[config.mk]
export PLATFORM = sky130hd
export DESIGN_NAME = dds_sequencer
export DESIGN_NICKNAME = d
export VERILOG_FILES = /design/src/rtl/dds_sequencer.sv
export SDC_FILE = /design/constraint.sdc
export NUM_CORES = 1
export LEC_CHECK = 0
export ABC_AREA = 0
export BUFFER_PORTS_ARGS = -buffer_cell sky130_fd_sc_hd__buf_2
export CAP_MARGIN = 15
export CORE_ASPECT_RATIO = 0.75
export CORE_MARGIN = 3
export CORE_UTILIZATION = 42
export CTS_CLUSTER_DIAMETER = 40
export DETAILED_ROUTE_END_ITERATION = 6
export PLACE_DENSITY = 0.75
export RECOVER_POWER = 100
export REMOVE_ABC_BUFFERS = 1
export SETUP_SLACK_MARGIN = 0.4
export SYNTH_ARGS = -nofsm -noshare
export SYNTH_HDL_FRONTEND = slang
export SYNTH_SLANG_ARGS = --single-unit
[constraint.sdc]
create_clock -name clk -period 2.1 [get_ports clk]
set_clock_uncertainty 0.2 [all_clocks]
set_input_delay 0.315 -clock clk [delete_from_list [all_inputs] [get_ports clk]]
set_output_delay 0.315 -clock clk [all_outputs]
set_load 0.03 [all_outputs]
[src/rtl/dds_sequencer.sv]
// Sequencer front-end for the DDS tone engine: clears the engine, streams the
// THETA/DELTA/AMPL tables into it, then runs it and strobes each sample.
module dds_sequencer #(
  parameter int SIG_WIDTH  = 16,
  parameter int N_TONES    = 8,
  parameter int CLR_CYCLES = 2,
  parameter int IDLE_ADDR  = 3
) (
  input  logic                 clk,
  input  logic                 a_rst_n,
  input  logic                 i_load,
  input  logic                 i_start,
  input  logic                 i_stop,
  input  logic                 i_cfg_valid,
  output logic                 o_cfg_ready,
  input  logic [SIG_WIDTH-1:0] i_cfg_data,
  output logic [31:0]          o_dds_addrs,
  output logic [SIG_WIDTH-1:0] o_dds_fifo_data,
  output logic                 o_dds_rst,
  output logic                 o_dds_start,
  output logic                 o_dds_sample_en,
  output logic                 o_smp_valid,
  output logic                 o_loaded,
  output logic                 o_busy
);

  localparam int BW = (N_TONES > 1) ? $clog2(N_TONES) : 1;
  localparam int CW = $clog2(CLR_CYCLES + 1);
  localparam logic [BW-1:0] LAST_IDX = BW'(N_TONES - 1);
  localparam logic [CW-1:0] LAST_CLR = CW'(CLR_CYCLES - 1);
  localparam logic [31:0]   IDLE_A   = 32'(IDLE_ADDR);

  typedef enum logic [2:0] {
    S_IDLE, S_CLEAR, S_LOAD_TH, S_LOAD_DL, S_LOAD_AM, S_LOADED, S_RUN
  } state_t;

  state_t                r_state, w_next_state;
  logic [BW-1:0]         r_beat, w_beat_next;
  logic [CW-1:0]         r_clr_cnt, w_clr_next;
  logic [BW-1:0]         r_smp_cnt, w_smp_next;
  logic                  r_warm;
  logic                  w_loading, w_beat;
  logic [31:0]           w_tab_addr;

  logic                  r_cfg_ready, r_dds_rst, r_dds_start, r_sample_en;
  logic                  r_smp_valid, r_loaded, r_busy;
  logic [31:0]           r_addrs;
  logic [SIG_WIDTH-1:0]  r_fifo_data;

  assign w_loading = (r_state inside {S_LOAD_TH, S_LOAD_DL, S_LOAD_AM});
  // A beat coinciding with i_load is dropped: the reload discards it anyway.
  assign w_beat    = w_loading && i_cfg_valid && !i_load;

  // NOTE: every always_comb output gets a default first so no latch is inferred.
  always_comb begin
    w_next_state = r_state;
    w_beat_next  = r_beat;
    w_clr_next   = r_clr_cnt;
    w_smp_next   = '0;
    w_tab_addr   = IDLE_A;
    if (i_load) begin
      w_next_state = S_CLEAR;
      w_clr_next   = '0;
      w_beat_next  = '0;
    end else begin
      unique case (r_state)
        S_CLEAR: begin
          if (r_clr_cnt == LAST_CLR) w_next_state = S_LOAD_TH;
          else                       w_clr_next   = r_clr_cnt + 1'b1;
        end
        S_LOAD_TH, S_LOAD_DL, S_LOAD_AM: begin
          if (w_beat) begin
            if (r_beat == LAST_IDX) begin
              w_beat_next = '0;
              case (r_state)
                S_LOAD_TH: w_next_state = S_LOAD_DL;
                S_LOAD_DL: w_next_state = S_LOAD_AM;
                default:   w_next_state = S_LOADED;
              endcase
            end else begin
              w_beat_next = r_beat + 1'b1;
            end
          end
        end
        S_LOADED: if (i_start && !i_stop) w_next_state = S_RUN;
        S_RUN: begin
          if (i_stop) w_next_state = S_LOADED;
          else        w_smp_next   = (r_smp_cnt == LAST_IDX) ? '0 : r_smp_cnt + 1'b1;
        end
        default: ;
      endcase
    end
    case (r_state)
      S_LOAD_TH: w_tab_addr = 32'd0;
      S_LOAD_DL: w_tab_addr = 32'd1;
      S_LOAD_AM: w_tab_addr = 32'd2;
      default:   w_tab_addr = IDLE_A;
    endcase
  end

  // NOTE: sequential state uses non-blocking assignments so all flops update together.
  always_ff @(posedge clk or negedge a_rst_n) begin
    if (!a_rst_n) begin
      r_state     <= S_IDLE;
      r_beat      <= '0;
      r_clr_cnt   <= '0;
      r_smp_cnt   <= '0;
      r_warm      <= 1'b0;
      r_cfg_ready <= 1'b0;
      r_dds_rst   <= 1'b0;
      r_dds_start <= 1'b0;
      r_sample_en <= 1'b0;
      r_smp_valid <= 1'b0;
      r_loaded    <= 1'b0;
      r_busy      <= 1'b0;
      r_addrs     <= IDLE_A;
      r_fifo_data <= '0;
    end else begin
      r_state     <= w_next_state;
      r_beat      <= w_beat_next;
      r_clr_cnt   <= w_clr_next;
      r_smp_cnt   <= w_smp_next;
      r_cfg_ready <= (w_next_state inside {S_LOAD_TH, S_LOAD_DL, S_LOAD_AM});
      r_busy      <= (w_next_state inside {S_CLEAR, S_LOAD_TH, S_LOAD_DL, S_LOAD_AM});
      r_dds_rst   <= (w_next_state == S_CLEAR);
      r_dds_start <= (w_next_state == S_RUN);
      r_loaded    <= (w_next_state inside {S_LOADED, S_RUN});
      r_addrs     <= w_beat ? w_tab_addr : IDLE_A;
      r_fifo_data <= w_beat ? i_cfg_data : '0;
      r_sample_en <= (w_next_state == S_RUN) && (w_smp_next == LAST_IDX);
      // The first accumulation after RUN entry is pipeline warm-up, not a sample.
      r_smp_valid <= r_sample_en && r_warm;
      r_warm      <= (w_next_state == S_RUN) && (r_warm || r_sample_en);
    end
  end

  assign o_cfg_ready     = r_cfg_ready;
  assign o_dds_addrs     = r_addrs;
  assign o_dds_fifo_data = r_fifo_data;
  assign o_dds_rst       = r_dds_rst;
  assign o_dds_start     = r_dds_start;
  assign o_dds_sample_en = r_sample_en;
  assign o_smp_valid     = r_smp_valid;
  assign o_loaded        = r_loaded;
  assign o_busy          = r_busy;

endmodule

[Yosys cells after proc, flatten, opt, wreduce, memory -nomap -nowiden]
Index checks and enable logic that the tools add are counted.
Word-level totals
  register bits: 67
  input bits: 22
  output and inout port bits: 55
  logic and storage cells: 75
Cells by class
  $add $sub $neg: 3
  eq/ne operators: 17
  multiplexer cells: 22
  reduce and logical (&&, ||, !) cells: 19
Operators with widths (number)
  $mux 3: 14
  $mux 32: 1
  $eq 3x3->1 const B: 9
  $mux 16: 1
  $eq 3x2->1 const B: 4
  $pmux 3 s4: 1
  $reduce_bool 2->1: 4
  $add 3x1->3 const B: 2
  $eq 3x1->1 const B: 2
  $logic_and 1x1->1: 6
  $mux 2: 3
  $pmux 2 s3: 1
  $pmux 3 s2: 1
  $reduce_bool 3->1: 2
  $reduce_and 2->1: 2
  $reduce_bool 4->1: 1
  $reduce_or 3->1: 1
  $add 2x1->2 const B: 1
  $eq 2x1->1 const B: 1
  $logic_not 1->1: 2
  $ne 2x2->1 const B: 1
  $logic_or 1x1->1: 1

[Longest topological paths before layout]
Gate-level depths: netlist of run 1.
  depth in word-level cells: 9
  depth in mapped cells: 7
  gate-level depth less buffers: 7

[Worst setup path before layout of run 1]
No wires, ideal clock.
  path type: register to register
  from: register r_beat[0]
  to: register r_loaded (netlist: o_loaded)
  library setup time: 120 ps
  data arrival time: 1775 ps
  data required time: 1780 ps
  setup slack: 5 ps
  stages on the path, launching flop included: 8
  path buffers: 0
  clock period less this slack: 2095 ps
  cells stage by stage: dfrtp_1 > ha_1 > ha_1 > nand2_2 > xor2_1 > o311a_4 > or3_1 > and3_1
On the way
  word-level cells in the longest chain between the ends: 7
  elaborated cells on any way between the ends: 8
  classes of those cells: eq/ne: 3; mux: 4; reduce/logical: 1
Ends and longest elaborated chain
  start, declared: line 38  | logic [BW-1:0] r_beat, w_beat_next;
  start signal, assigned: line 120  | r_beat <= w_beat_next;
  $eq 3x3->1 *: line 73  | if (r_beat == LAST_IDX) begin
  $mux 3 *: line 73
  $mux 3 *: line 72  | if (w_beat) begin
  $pmux 3 s4 *: line 66  | unique case (r_state)
  $mux 3 *: line 61  | if (i_load) begin
  $eq 3x3->1: line 127  | r_loaded <= (w_next_state inside {S_LOADED, S_RUN});
  $reduce_bool 2->1 *: line 127
  end signal, assigned: line 127
  end, declared: line 46  | logic r_smp_valid, r_loaded, r_busy;
Mark *: on every way between the ends. The rest lies on a longest branch, timed or not.
A chain may end at the register's enable or synchronous reset.

[Final worst setup path of run 1]
Ends and elaborated chain as after synthesis.

==> results of run 1 <==
## logic make-up after synthesis
logic type	Yosys count	synth area share, %
muxes	3	1.75
other	1	0.218
AOI/OAI and AO/OA	15	6.99
and+or+nand+nor	49	16.7
DFF	37	54.0
adders and majority gates	5	3.64
buffers and inverters	39	15.6
xor gates and xnor gates	2	1.02
## placed cells by master (no fill, tap or decap), types with 2 or more instances in the layout
cell,n
and2_0,6
and2_1,11
and3_1,3
buf_2,21
buf_4,5
buf_6,5
clkbuf_1,30
clkbuf_2,2
clkbuf_8,6
conb_1,30
dfrtp_1,33
dfrtp_2,2
dfstp_2,2
ha_1,3
ha_4,2
inv_1,3
mux2i_1,3
nand2_1,4
nand2_2,2
nand3b_1,2
nor2_1,6
nor2b_1,2
nor3_1,2
nor3b_1,2
o21ai_2,3
or3_1,2
## cells in the mapped netlist
cell type,number
a211oi_1,1
a21boi_1,1
a21o_1,1
a21oi_1,1
a311oi_1,1
a31oi_1,1
a41o_2,1
a41oi_1,1
and2_1,17
and3_1,3
and3_2,1
buf_2,1
buf_4,32
clkbuf_1,1
clkbuf_2,1
conb_1,1
dfrtp_1,35
dfstp_2,2
ha_1,5
inv_1,4
mux2i_1,3
nand2_1,5
nand2_2,1
nand3b_1,2
nand4bb_1,1
nor2_1,7
nor2_2,1
nor2b_1,2
nor3_1,3
nor3b_1,3
nor4b_1,1
o211ai_1,1
o21a_1,1
o21ai_0,2
o21ai_1,1
o22ai_1,1
o311a_4,1
or3_1,2
xnor2_1,1
xor2_1,1
## per-layer routing
metal  share of wire, %  wire (um)  up-vias  GRT usage (%)
met5                  0          0        -              0
met4                2.2         71        0           6.02
met3                8.9        284        6           3.95
met2                 50       1600       56           20.0
met1                 39       1240      551           14.3
li1                   -          -      570              -
## worst max path at each step
stage,start,slack (ns),cells past startpoint,end
after floorplan,r_beat[0],-0.0001,7,o_loaded
after global placement,r_beat[0],-0.02,7,o_loaded
after detailed placement,r_beat[0],-0.08,7,o_loaded
after CTS,r_beat[1],0.06,7,o_loaded
after global routing,r_beat[0],-0.03,7,o_loaded
final,r_beat[0],0.03,7,o_loaded
## power by group through the flow
stage | sequential (mW) | clock, mW | combinational (mW)
final | 0.850 | 0.505 | 0.641
after global routing | 0.858 | 0.546 | 0.697
after CTS | 0.848 | 0.517 | 0.563
after detailed placement | 0.860 | 0 | 0.543
after global placement | 0.859 | 0 | 0.537
after floorplan | 0.940 | 0 | 0.316
## stage by stage
| stage | instance area (sq um) | hold WS [ns] | std cells | setup TNS, ns |
|---|---|---|---|---|
| 3_5_place_dp | 1910 | 0.181 | 248 | -0.0765 |
| 2_1_floorplan | 1570 | -0.181 | 145 | -0.000147 |
| 5_1_grt | 2170 | 0.0223 | 268 | -0.0256 |
| 3_3_place_gp | 1910 | 0.176 | 248 | -0.0195 |
| 4_1_cts | 2070 | 0.0255 | 261 | 0 |
| 6_report | 2170 | 0.0326 | 268 | 0 |
## final cells by class
type / count / area share, %
clock buffers: 7 / 3.98
clock inverters: 1 / 0.346
inverters: 4 / 0.808
multi-input cells: 104 / 33.8
flip-flops and latches: 37 / 42.9
well taps: 52 / 3.00
repair buffers: 63 / 15.1
## flip-flops by register name, indices dropped and copies added (netlist names), 2 cells and up
signal / flops
o_dds_fifo_data: 16
o_dds_addrs: 2
r_smp_cnt: 3
r_state: 3
r_clr_cnt: 2
r_beat: 3
## timing repair
item	in CTS	in global routing
setup endpoints to repair	27	30
buffers inserted	4	7
resized for setup	7	26
hold buffers	1	0
pin swaps	4	7
hold endpoints to repair	35	0
==> flow_summary.ini, run 1 <==
[routing]
routed-via-count = 1183
wirelength_mm = 3.20
wl_per_cell_um = 11.9
drtPass1Iterations = 4
vias_per_cell = 4.41
drc_errors = 0
initialDrtViolationCount = 40
postRouteAntennaNets = 0

[cells_and_area]
fin_util_pct = 57.0
antenna_cells = 0
multi_input_area_sq_um = 733
fillers = 349
seq_area_sq_um = 931
area_growth_pct = 26.1
drive_gt1_share_pct = 28.7
nNetsFinal = 242

[setup_path]
crit_buf_inv = 0
cp_cell_sequence = ha_4 > ha_4 > nand2_2 > xor2_1 > o311a_4 > or3_1 > and3_1
start_kind = register
end_kind = register
cpLargestDelayFamily = simple AND/OR/NAND/NOR gates
critPathMaxFanout = 2
crit_arrival_ns = 2.05
crit_slowest_cell = dfrtp_1
critPathKind = register to register
cp.required_ns = 2.08
r2r_start = r_beat[0]
r2r_setup_slack_ns = 0.03
path_common_cell = ha_4
slowest_delay_ns = 0.40
worst_r2r_path_depth = 7
r2r_end = o_loaded

[clock_network]
numClockSinks = 37
clkTransAtPathRegs_ns = 0.08
cts_buffer_depth = 2
cts-htree-levels = 2
numCtsBuffers = 5
cts-root-buf = clkbuf_8
clock_latency_ns = 0.29
cts_tree = done

[power]
ir_drop_mv = 0.399
p_leak_nw = 1.07
swShare_pct = 35.8
powerDensity_nw_per_um2 = 920
comb_power_share_pct = 32.1
p_total_mw = 2.00
pwr-share-seq_pct = 42.6
p_int_mw = 1.28
power.share.clock_pct = 25.3
p_switching_mw = 0.715

[worst_hold_path]
min_to = o_dds_fifo_data[11]
min_path_type = primary input to register
holdPathStages = 2
hp-start = i_cfg_data[11]

[logic_synthesis]
ys_seq_area_share_pct = 54.0
synth_area_leader_cell = dfrtp_1
syn_inst = 151
synth.top_cells.by_area = dfrtp_1, buf_4, and2_1
synth_cell_types = 40
ys_warn_count = 0
synth_area_sq_um = 1720
synth.ff_latch_count = 37
synth_top_area_share_pct = 50.9
syn_avg_cell_area_sq_um = 11.4

[sta]
setup_viol = 0
period_minus_slack_ns = 2.07
fmax_mhz = 483
hold_violations = 0
tightestPinTransition_ns = 0.859
final.period_utilization_pct = 98.5
relSlewSlack_pct = 42.7
slew_viol_final = 0
fin_ws_ns = 0.0307
rsz0062_at_grt = true

[floorplanning]
row_count = 19
dieHeight_um = 61.4
die-area_sq_um = 4900
die_w_um = 79.9
top_level_ports = 77
start_util_pct = 45.2
core_area_sq_um = 3800

[global_routing]
grt_max_degree = 38
grt_pass1_vias = 1001
grt_pass1_wl_mm = 4.38
grt_use_total_pct = 12.0
grt_overflow = 0
antenna_found_initial = 0

[place]
place_ws_ns = -0.0765
gp_congestion = 0.853
place_hpwl_mm = 2.11
port-buffer-count = 46

[outcome]
outcome = finished clean

[run]
drv_cap = 0
Note: power is estimated with default switching activity, not from simulation.
==> inputs of run 2 (changes only) <==
- SETUP_SLACK_MARGIN: 0.4 -> 0.1
==> run 2 against run 1 <==
Effect of this change:
- sequential power is essentially flat
- routed wire length down 7.4%
- via count fell by 3.7%
- worst hold slack is essentially flat
- non-clock buffer count is 7 lower
- largest power group unchanged
==> flow_summary.ini, run 2 (synthesis results as in run 1) <==
[sta]
setup_viol = 0
slew_viol_final = 0
fmax_mhz = 494
relSlewSlack_pct = 43.4
fin_ws_ns = 0.0737
rsz0062_at_grt = true
hold_violations = 0
final.period_utilization_pct = 96.5
period_minus_slack_ns = 2.03
tightestPinTransition_ns = 0.848
fin_tns_setup_ns = 0

[setup_path]
r2r_setup_slack_ns = 0.07
end_kind = register
start_kind = register
r2r_start = r_beat[0]
r2r_end = o_loaded
crit_arrival_ns = 2.01
critPathMaxFanout = 2
cp.required_ns = 2.08
setup.worst_path.start = r_beat[0]
critPathKind = register to register
worst_r2r_path_depth = 7

[routing]
wirelength_mm = 2.96
vias_per_cell = 4.36
drc_errors = 0
wl_per_cell_um = 11.3
drtPass1Iterations = 2
postRouteAntennaNets = 0
initialDrtViolationCount = 35
routed-via-count = 1139

[global_routing]
grt_max_degree = 38
grt_pass1_wl_mm = 4.38
grt_pass1_vias = 1000
grt_use_total_pct = 12.0
grt_overflow = 0
antenna_found_initial = 0

[place]
gp_congestion = 0.853
place_ws_ns = -0.0765
port-buffer-count = 46
place_hpwl_mm = 2.11

[power]
p_leak_nw = 1.04
p_total_mw = 1.90
powerDensity_nw_per_um2 = 934
ir_drop_mv = 0.398

[clock_network]
numClockSinks = 37
cts-htree-levels = 2
numCtsBuffers = 5
clkTransAtPathRegs_ns = 0.07
cts-root-buf = clkbuf_8
clock_latency_ns = 0.29
cts_buffer_depth = 2
cts_tree = done

[worst_hold_path]
min_to = o_dds_fifo_data[6]
holdPathStages = 2
hp-start = i_cfg_data[6]
min_path_type = primary input to register

[cells_and_area]
multi_input_area_sq_um = 667
drive_gt1_share_pct = 22.5
layout_commonest_cell = dfrtp_1
largest_reg_flops = 16
fillers = 362
antenna_cells = 0
nNetsFinal = 235
seq_area_sq_um = 928
final_cell_mix = dfrtp_1, conb_1, clkbuf_1, buf_2, and2_1
area_growth_pct = 18.6

[floorplanning]
die_w_um = 79.9
core_area_sq_um = 3800
start_util_pct = 45.2
row_count = 19
die-area_sq_um = 4900
top_level_ports = 77
dieHeight_um = 61.4

[run]
drv_cap = 0

[outcome]
outcome = finished clean
[run 2: cell types whose count changed in the layout (fill, tap and decap cells not counted), moves of 2 or more]
cell / delta
and2_1: +6
o21ai_2: -3
buf_6: -5
dfrtp_1: +2
buf_4: +2
clkbuf_1: -3
o21ai_1: +3
and2_0: -6
dfrtp_2: -2
[run 2: power breakdown]
part           internal (mW)  total, mW  switching [mW]
clock                  0.266      0.502           0.236
sequential             0.790      0.852          0.0622
combinational          0.192      0.549           0.358
total                   1.25       1.90           0.656
[run 2: cell type report]
class                   count  area share [%]
multi-input cells         104            32.7
flip-flops and latches     37            45.5
inverters                   4           0.736
well taps                  52            3.19
clock inverters             1           0.368
repair buffers             56            13.3
clock buffers               7            4.23
[run 2: per-stage QoR]
step	std cells	hold WS [ns]	util [%]	cell area, sq um
floorplan	145	-0.181	-	1570
global placement	248	0.176	50.1	1910
detailed placement	248	0.181	50.1	1910
CTS	261	0.0255	54.2	2060
global route	261	0.0223	53.6	2040
finish	261	0.0322	53.6	2040
[run 2: worst max path at each step]
stage / end / depth (start not counted)
5_1_grt: o_loaded / 8
3_5_place_dp: o_loaded / 7
6_report: o_loaded / 7
2_1_floorplan: o_loaded / 7
4_1_cts: o_loaded / 7
3_3_place_gp: o_loaded / 7
[run 2: worst max-delay path, stage by stage, from the launching register on]
cell	delay, ns
dfrtp_1	0.40
ha_4	0.17
ha_4	0.14
nand2_2	0.06
xor2_1	0.16
o311a_4	0.33
or3_1	0.29
and3_1	0.18
[run 2: routing by layer]
layer	part of all wire, %	vias up	track usage (%)
li1	-	553	-
met3	9.1	6	3.95
met1	40	528	14.4
met2	49	52	19.9
met4	2.1	0	6.02
met5	0	-	0
[run 2: what timing repair did]
item                       4_1_cts  5_1_grt
setup endpoints to repair        3        5
buffers inserted                 4        0
hold endpoints to repair        35        0
hold buffers                     1        0
pin swaps                        4        2
gates resized for setup          5        4
